===== src/rtl/bus_fabric.sv =====
// bus_fabric: CPU + NUM_DSP DSP masters onto DATA_MEM, CPU register windows via AXI-Lite bridge.
// Ports: clk_i/reset_i; cpu_mem_* CPU slave side (ack/err/rdata); dm_* DATA_MEM master side;
// dsp_mem_* packed DSP slave sides; m_axi_* shared AXI-Lite address/data with one-hot per-window handshakes.
module bus_fabric #(
  parameter int DATA_WIDTH = 32,
  parameter int ADDR_WIDTH = 32,
  parameter int MEM_ADDR_WIDTH = 8,
  parameter logic [ADDR_WIDTH-1:0] DATA_MEM_BASE_ADDR = 32'h0000_0000,
  parameter int NUM_DSP = 2,
  parameter int NUM_PERIPH = 2,
  parameter int PERIPH_REG_ADDR_WIDTH = 5,
  parameter logic [ADDR_WIDTH-1:0] PERIPH_BASE_ADDR = 32'h8000_0000,
  parameter logic [ADDR_WIDTH-1:0] PERIPH_STRIDE = 32'h100,
  parameter int TIMEOUT_CYCLES = 64
) (
  input  logic                              clk_i,
  input  logic                              reset_i,
  input  logic [ADDR_WIDTH-1:0]             cpu_mem_addr_i,
  input  logic [DATA_WIDTH-1:0]             cpu_mem_wdata_i,
  input  logic                              cpu_mem_we_i,
  input  logic                              cpu_mem_re_i,
  output logic [DATA_WIDTH-1:0]             cpu_mem_rdata_o,
  output logic                              cpu_mem_ack_o,
  output logic                              cpu_mem_err_o,
  output logic [MEM_ADDR_WIDTH-1:0]         dm_addr_o,
  output logic [DATA_WIDTH-1:0]             dm_wdata_o,
  output logic                              dm_we_o,
  input  logic [DATA_WIDTH-1:0]             dm_rdata_i,
  input  logic [NUM_DSP*ADDR_WIDTH-1:0]     dsp_mem_addr_i,
  input  logic [NUM_DSP*DATA_WIDTH-1:0]     dsp_mem_wdata_i,
  input  logic [NUM_DSP-1:0]                dsp_mem_req_i,
  input  logic [NUM_DSP-1:0]                dsp_mem_we_i,
  output logic [NUM_DSP*DATA_WIDTH-1:0]     dsp_mem_rdata_o,
  output logic [NUM_DSP-1:0]                dsp_mem_ack_o,
  output logic [PERIPH_REG_ADDR_WIDTH-1:0]  m_axi_awaddr_o,
  output logic [PERIPH_REG_ADDR_WIDTH-1:0]  m_axi_araddr_o,
  output logic [DATA_WIDTH-1:0]             m_axi_wdata_o,
  output logic [DATA_WIDTH/8-1:0]           m_axi_wstrb_o,
  output logic [NUM_PERIPH-1:0]             m_axi_awvalid_o,
  output logic [NUM_PERIPH-1:0]             m_axi_wvalid_o,
  output logic [NUM_PERIPH-1:0]             m_axi_bready_o,
  output logic [NUM_PERIPH-1:0]             m_axi_arvalid_o,
  output logic [NUM_PERIPH-1:0]             m_axi_rready_o,
  input  logic [NUM_PERIPH-1:0]             m_axi_awready_i,
  input  logic [NUM_PERIPH-1:0]             m_axi_wready_i,
  input  logic [NUM_PERIPH-1:0]             m_axi_bvalid_i,
  input  logic [NUM_PERIPH-1:0]             m_axi_arready_i,
  input  logic [NUM_PERIPH-1:0]             m_axi_rvalid_i,
  input  logic [2*NUM_PERIPH-1:0]           m_axi_bresp_i,
  input  logic [2*NUM_PERIPH-1:0]           m_axi_rresp_i,
  input  logic [NUM_PERIPH*DATA_WIDTH-1:0]  m_axi_rdata_i
);
  localparam int RW = NUM_DSP > 1 ? $clog2(NUM_DSP) : 1;
  localparam int PW = NUM_PERIPH > 1 ? $clog2(NUM_PERIPH) : 1;
  localparam int CW = $clog2(TIMEOUT_CYCLES) + 1;
  localparam logic [ADDR_WIDTH-1:0] ONE = {{(ADDR_WIDTH-1){1'b0}}, 1'b1};
  localparam logic [ADDR_WIDTH-1:0] DM_SIZE = ONE << (MEM_ADDR_WIDTH + 2);
  localparam logic [ADDR_WIDTH-1:0] WIN_SIZE = ONE << PERIPH_REG_ADDR_WIDTH;
  typedef enum logic [2:0] {IDLE, WADDR, WRESP, RADDR, RDATA, DONE} state_t;
  function automatic logic dm_hit(input logic [ADDR_WIDTH-1:0] a);
    return a - DATA_MEM_BASE_ADDR < DM_SIZE;
  endfunction
  state_t state;
  logic [RW-1:0] rr_ptr, g_idx;
  logic [PW-1:0] p_idx, k_q;
  logic [CW-1:0] cnt;
  logic [NUM_DSP-1:0] dsp_hit;
  logic [NUM_PERIPH-1:0] p_oh, k_oh;
  logic [DATA_WIDTH-1:0] rd_q;
  logic [PERIPH_REG_ADDR_WIDTH-1:0] addr_q;
  logic err_q, g_any, p_hit, cpu_act, cpu_dm, cpu_p, cpu_unm, idle, busy;
  assign idle = state == IDLE;
  assign busy = state inside {WADDR, WRESP, RADDR, RDATA};
  assign cpu_act = cpu_mem_we_i | cpu_mem_re_i;
  assign cpu_dm = idle & cpu_act & dm_hit(cpu_mem_addr_i);
  assign cpu_p = idle & cpu_act & !dm_hit(cpu_mem_addr_i) & p_hit;
  assign cpu_unm = idle & cpu_act & !dm_hit(cpu_mem_addr_i) & !p_hit;
  assign p_oh = NUM_PERIPH'(1) << p_idx;
  assign k_oh = NUM_PERIPH'(1) << k_q;
  assign m_axi_awaddr_o = addr_q;
  assign m_axi_araddr_o = addr_q;
  always_comb begin
    p_hit = 1'b0;
    p_idx = '0;
    for (int k = NUM_PERIPH - 1; k >= 0; k--)
      if (cpu_mem_addr_i - PERIPH_BASE_ADDR - ADDR_WIDTH'(k) * PERIPH_STRIDE < WIN_SIZE) begin
        p_hit = 1'b1;
        p_idx = PW'(k);
      end
    for (int j = 0; j < NUM_DSP; j++)
      dsp_hit[j] = dsp_mem_req_i[j] & dm_hit(dsp_mem_addr_i[j*ADDR_WIDTH +: ADDR_WIDTH]);
    // scanning downward leaves the first requester at or after rr_ptr
    g_any = 1'b0;
    g_idx = '0;
    for (int j = NUM_DSP - 1; j >= 0; j--)
      if (dsp_hit[(int'(rr_ptr) + j) % NUM_DSP]) begin
        g_any = 1'b1;
        g_idx = RW'((int'(rr_ptr) + j) % NUM_DSP);
      end
  end
  always_comb begin
    dm_addr_o = '0;
    dm_wdata_o = '0;
    dm_we_o = 1'b0;
    dsp_mem_rdata_o = '0;
    dsp_mem_ack_o = dsp_mem_req_i & ~dsp_hit;
    if (cpu_dm) begin
      dm_addr_o = cpu_mem_addr_i[MEM_ADDR_WIDTH+1:2];
      dm_wdata_o = cpu_mem_wdata_i;
      dm_we_o = cpu_mem_we_i;
    end else if (g_any) begin
      dm_addr_o = dsp_mem_addr_i[int'(g_idx)*ADDR_WIDTH+2 +: MEM_ADDR_WIDTH];
      dm_wdata_o = dsp_mem_wdata_i[int'(g_idx)*DATA_WIDTH +: DATA_WIDTH];
      dm_we_o = dsp_mem_we_i[g_idx];
      dsp_mem_ack_o[g_idx] = 1'b1;
      dsp_mem_rdata_o[int'(g_idx)*DATA_WIDTH +: DATA_WIDTH] = dsp_mem_we_i[g_idx] ? '0 : dm_rdata_i;
    end
    cpu_mem_ack_o = cpu_dm | cpu_unm | (state == DONE);
    cpu_mem_err_o = cpu_unm | ((state == DONE) & err_q);
    cpu_mem_rdata_o = state == DONE ? rd_q : (cpu_dm & !cpu_mem_we_i) ? dm_rdata_i : '0;
  end
  always_ff @(posedge clk_i) begin
    if (reset_i) begin
      state <= IDLE;
      rr_ptr <= '0;
      cnt <= '0;
      k_q <= '0;
      addr_q <= '0;
      rd_q <= '0;
      err_q <= 1'b0;
      m_axi_wdata_o <= '0;
      m_axi_wstrb_o <= '0;
      m_axi_awvalid_o <= '0;
      m_axi_wvalid_o <= '0;
      m_axi_bready_o <= '0;
      m_axi_arvalid_o <= '0;
      m_axi_rready_o <= '0;
    end else begin
      if (!cpu_dm && g_any) rr_ptr <= RW'((int'(g_idx) + 1) % NUM_DSP);
      cnt <= busy ? cnt + 1'b1 : '0;
      if (busy && cnt == CW'(TIMEOUT_CYCLES - 1)) begin
        state <= DONE;
        err_q <= 1'b1;
        rd_q <= '0;
        m_axi_awvalid_o <= '0;
        m_axi_wvalid_o <= '0;
        m_axi_bready_o <= '0;
        m_axi_arvalid_o <= '0;
        m_axi_rready_o <= '0;
      end else begin
        case (state)
          IDLE: if (cpu_p) begin
            k_q <= p_idx;
            addr_q <= cpu_mem_addr_i[PERIPH_REG_ADDR_WIDTH-1:0];
            m_axi_wdata_o <= cpu_mem_wdata_i;
            m_axi_wstrb_o <= '1;
            err_q <= 1'b0;
            rd_q <= '0;
            if (cpu_mem_we_i) begin
              m_axi_awvalid_o <= p_oh;
              m_axi_wvalid_o <= p_oh;
              state <= WADDR;
            end else begin
              m_axi_arvalid_o <= p_oh;
              state <= RADDR;
            end
          end
          WADDR: begin
            if (m_axi_awready_i[k_q]) m_axi_awvalid_o <= '0;
            if (m_axi_wready_i[k_q]) m_axi_wvalid_o <= '0;
            if ((!m_axi_awvalid_o[k_q] || m_axi_awready_i[k_q]) && (!m_axi_wvalid_o[k_q] || m_axi_wready_i[k_q])) begin
              m_axi_bready_o <= k_oh;
              state <= WRESP;
            end
          end
          WRESP: if (m_axi_bvalid_i[k_q]) begin
            m_axi_bready_o <= '0;
            err_q <= |m_axi_bresp_i[2*int'(k_q) +: 2];
            state <= DONE;
          end
          RADDR: if (m_axi_arready_i[k_q]) begin
            m_axi_arvalid_o <= '0;
            m_axi_rready_o <= k_oh;
            state <= RDATA;
          end
          RDATA: if (m_axi_rvalid_i[k_q]) begin
            m_axi_rready_o <= '0;
            rd_q <= m_axi_rdata_i[int'(k_q)*DATA_WIDTH +: DATA_WIDTH];
            err_q <= |m_axi_rresp_i[2*int'(k_q) +: 2];
            state <= DONE;
          end
          default: state <= IDLE;
        endcase
      end
    end
  end
endmodule


===== config.mk =====
export PLATFORM = sky130hd
export DESIGN_NAME = bus_fabric
export DESIGN_NICKNAME = d
export VERILOG_FILES = /design/src/rtl/bus_fabric.sv
export SDC_FILE = /design/constraint.sdc
export NUM_CORES = 1
export LEC_CHECK = 0
export CAP_MARGIN = 0
export CORE_AREA = 2 2 199 201
export DETAILED_ROUTE_END_ITERATION = 7
export DIE_AREA = 0 0 201 203
export PLACE_DENSITY = 0.51
export SYNTH_ARGS = -nofsm -noshare
export SYNTH_HDL_FRONTEND = slang
export SYNTH_SLANG_ARGS = --single-unit

===== constraint.sdc =====
create_clock -name clk_i -period 2.1 [get_ports clk_i]
set_input_delay 0.21 -clock clk_i [delete_from_list [all_inputs] [get_ports clk_i]]
set_output_delay 0.21 -clock clk_i [all_outputs]
set_load 0.005 [all_outputs]

==> impl_metrics.csv <==
group,metric,value,unit
place,io_buffers,506,
floorplanning,rows,72,
floorplanning,die_y,203,um
cts,cts_num_sinks,93,
pwr,leakage,0.00578,uW
outcome,status,"finished with violations",
cts,clk_pin_slew,0.07,ns
synthesis,synth_top_family_by_area,"simple AND/OR/NAND/NOR gates",
floorplanning,start_util,15.4,%
timing,relSlewSlack,65.9,%
global_routing,grt_antenna_before_repair,0,
setup_path,crit_slowest_cell,"or4_4",
synthesis,synth-xor-area-share,1.03,%
setup_path,cp-start-kind,"primary input",
setup_path,cp_top_family,"simple AND/OR/NAND/NOR gates",
global_routing,grt.total_usage,18.6,%
cts,cts_made_buffers,9,
synthesis,postSynth.asyncResetShare,0,%
routing,dr.pass1.iters,5,
synthesis,synth_top_area_share,31.3,%
global_routing,grt_start_max_net_pins,42,
synthesis,yosysWarnings,0,
cts,cts_buffer_depth,2,
synthesis,syn_area,5940,um^2
cells_and_area,n_antenna_cell,0,
setup_path,crit_arrival,2.56,ns
pwr,ir_drop,0.000374,V
synthesis,synth_common_cells,"136 x nand2_1, 93 x dfxtp_1, 68 x and2_1",
timing,setup_viol,221,
cts,cts_root_buf,"clkbuf_16",
routing,wirelength,39.0,mm
pwr,total_power,6650,uW
timing,fmax,0.361,GHz
floorplanning,die_area,40800,um^2
place,gp_congestion,0.976,
cts,cts_max_level,3,
global_routing,grt_pass1_vias,8967,
synthesis,synth_area_per_cell,7.60,um^2
cells_and_area,final_util,35.8,%
synthesis,muxShareOfSynthArea,13.8,%
pwr,power.density,482,nW/um^2
timing,clock_skew,0.00866,ns
setup_path,worstPathMaxFanout,6,
routing,antenna_left,0,
timing,hold-worst-slack,0.125,ns
synthesis,synth_compound_gate_area_share,21.0,%
timing,slew_violations,0,
synthesis,synth_simple_gate_area_share,26.8,%
synthesis,ys_types,50,
global_routing,grt_overflow,0,
hold_path,min-delay-path-class,"primary input to register",
cells_and_area,area_delta_synth_final,132,%
place,hpwl,27.5,mm
routing,vias_per_cell,4.30,
setup_path,crit_path_end_kind,"primary output",
flow_run,cap_violations,0,
timing,min_period,2.77,ns
synthesis,synth.most_common_cell,"nand2_1",
floorplanning,ios,511,
timing,final_min_period_over_clock_period,132,%
cells_and_area,fill_cells,3976,
timing,rsz0062_at_grt,"yes",
cts,cts_tree,"done",
outcome,violations,"negative setup slack",
setup_path,crit_buf_inv,8,
synthesis,synth_area_leader_cell,"dfxtp_1",
setup_path,slowest_delay,0.55,ns
timing,worst_slack,-0.671,ns
routing,drtIter0Drc,306,
cts,insertion_delay,0.36,ns
setup_path,worst_path_most_repeated_cell,"buf_6",
routing,vias,8278,
synthesis,synth_flop_cell,"dfxtp_1",
synthesis,ys_seq_area_share,31.3,%
global_routing,grt_pass1_wl,56.7,mm
timing,finalHoldViolCount,0,
routing,drc_errors,0,
synthesis,synth.area.top_cells,"dfxtp_1 31%, nand2_1 8.6%, mux2i_1 7.6%",
synthesis,synth_adder_area_share,0.211,%
synthesis,syn_inst,782,
cts,ctsHoldBuffers,0,
floorplanning,die_w,201,um
setup_path,crit_path_cell_trace,"buf_6, or4_4, nor4_4, nand2_2, buf_6, o21ai_4, buf_12, buf_16, nor3_4, buf_12, buf_6, buf_16, and2_4, buf_6",
setup_path,path_class,"primary input to primary output",
cells_and_area,nNetsFinal,1719,
synthesis,synth_seq_cells,93,
synthesis,synth_edf_count,0,
routing,routedWlPerCell,20.2,um
setup_path,required,1.89,ns
synthesis,syn-num-nets,1097,
cells_and_area,drive_gt1_share,35.3,%
timing,worst_pin_slew,0.511,ns
floorplanning,core-area,38500,um^2
==> through the flow <==
stage | setup WS [ns] | cell area [um^2] | std cells | TNS, ns
after floorplan | -0.109 | 6110 | 782 | -5.37
after global placement | -1.40 | 12300 | 1817 | -225.21
after detailed placement | -1.38 | 12300 | 1817 | -224.95
after CTS | -0.670 | 13800 | 1925 | -94.77
after global routing | -0.779 | 13800 | 1927 | -102.53
final | -0.671 | 13800 | 1927 | -80.90
==> logic make-up after synthesis <==
family | after synthesis
AND/OR/NAND/NOR | 329
AO/OA/AOI/OAI | 196
flip-flops | 93
buffers and inverters | 78
multiplexers | 78
XOR/XNOR | 7
adder cells (fa/ha/maj) | 1
==> area by class of cell <==
type	count	area, um^2	area share [%]
clock inverters	6	93.8	0.681
flip-flops and latches	93	1870	13.5
inverters	9	33.8	0.245
clock buffers	10	229	1.66
well taps	518	648	4.70
repair buffers	680	6650	48.3
multi-input cells	611	4260	30.9
==> metal layers <==
layer / GRT usage, % / vias to the layer above / share of wire, %
met3: 4.01 / 36 / 5.8
met1: 20.7 / 3898 / 40
met5: 0 / - / 0
met2: 34.8 / 345 / 52
li1: - / 3999 / -
met4: 6.19 / 0 / 1.9
==> worst paths after layout <==
path / from / end / slack [ns] / cells past startpoint
max reg2reg: state[2]$_SDFFE_PP0P_ / rd_q[21]$_SDFFE_PP0P_ / -0.07 / 12
min reg2reg: cnt[0]$_SDFF_PP0_ / cnt[0]$_SDFF_PP0_ / 0.46 / 1
max: dsp_mem_addr_i[26] / dsp_mem_rdata_o[39] / -0.67 / 14
min: reset_i / state[2]$_SDFFE_PP0P_ / 0.12 / 2
==> flip-flops by register name (all words and copies together) (netlist names) <==
signal           cells
cnt                  7
state                3
m_axi_wdata_o       32
err_q                1
rr_ptr               1
m_axi_awvalid_o      2
m_axi_wvalid_o       2
m_axi_arvalid_o      2
m_axi_bready_o       2
m_axi_araddr_o       5
m_axi_wstrb_o        1
rd_q                32
m_axi_rready_o       2
k_q                  1
==> worst reg2reg max path, cell delays in order (launching register included) <==
cell,delay (ns)
dfxtp_2,0.32
nor3_2,0.18
buf_4,0.16
o21ai_4,0.06
buf_6,0.12
a21oi_1,0.18
buf_4,0.20
o211a_1,0.18
o21ai_4,0.11
buf_4,0.16
buf_12,0.13
a22oi_1,0.19
nor2_1,0.06
==> cell usage in the layout (no fill, tap or decap), types with 16 or more instances in the layout <==
| cell | n |
|---|---|
| mux2i_1 | 34 |
| clkdlybuf4s50_1 | 303 |
| a21oi_1 | 53 |
| and2_1 | 39 |
| buf_12 | 26 |
| dlygate4sd2_1 | 16 |
| clkbuf_2 | 34 |
| mux2_2 | 33 |
| buf_6 | 75 |
| a22o_1 | 31 |
| nor2_1 | 56 |
| a22oi_2 | 20 |
| buf_4 | 73 |
| and2_4 | 29 |
| dfxtp_1 | 89 |
| clkdlybuf4s15_1 | 18 |
| nand2_1 | 133 |
| o21ai_1 | 38 |
| buf_2 | 98 |
==> where the power goes <==
part | switching (uW) | leakage (uW) | internal (uW) | total [uW]
clock | 811 | 0.000154 | 1060 | 1870
sequential | 122 | 0.000751 | 1940 | 2060
combinational | 1230 | 0.00487 | 1490 | 2720
total | 2160 | 0.00578 | 4480 | 6650
==> what timing repair did <==
item / in CTS / in global routing
setup endpoints to repair: 222 / 221
pin swaps: 76 / 50
gates resized for setup: 810 / 126
cloned: 19 / 0
buffers inserted: 77 / 18
Note: power is estimated with default switching activity, not from simulation.
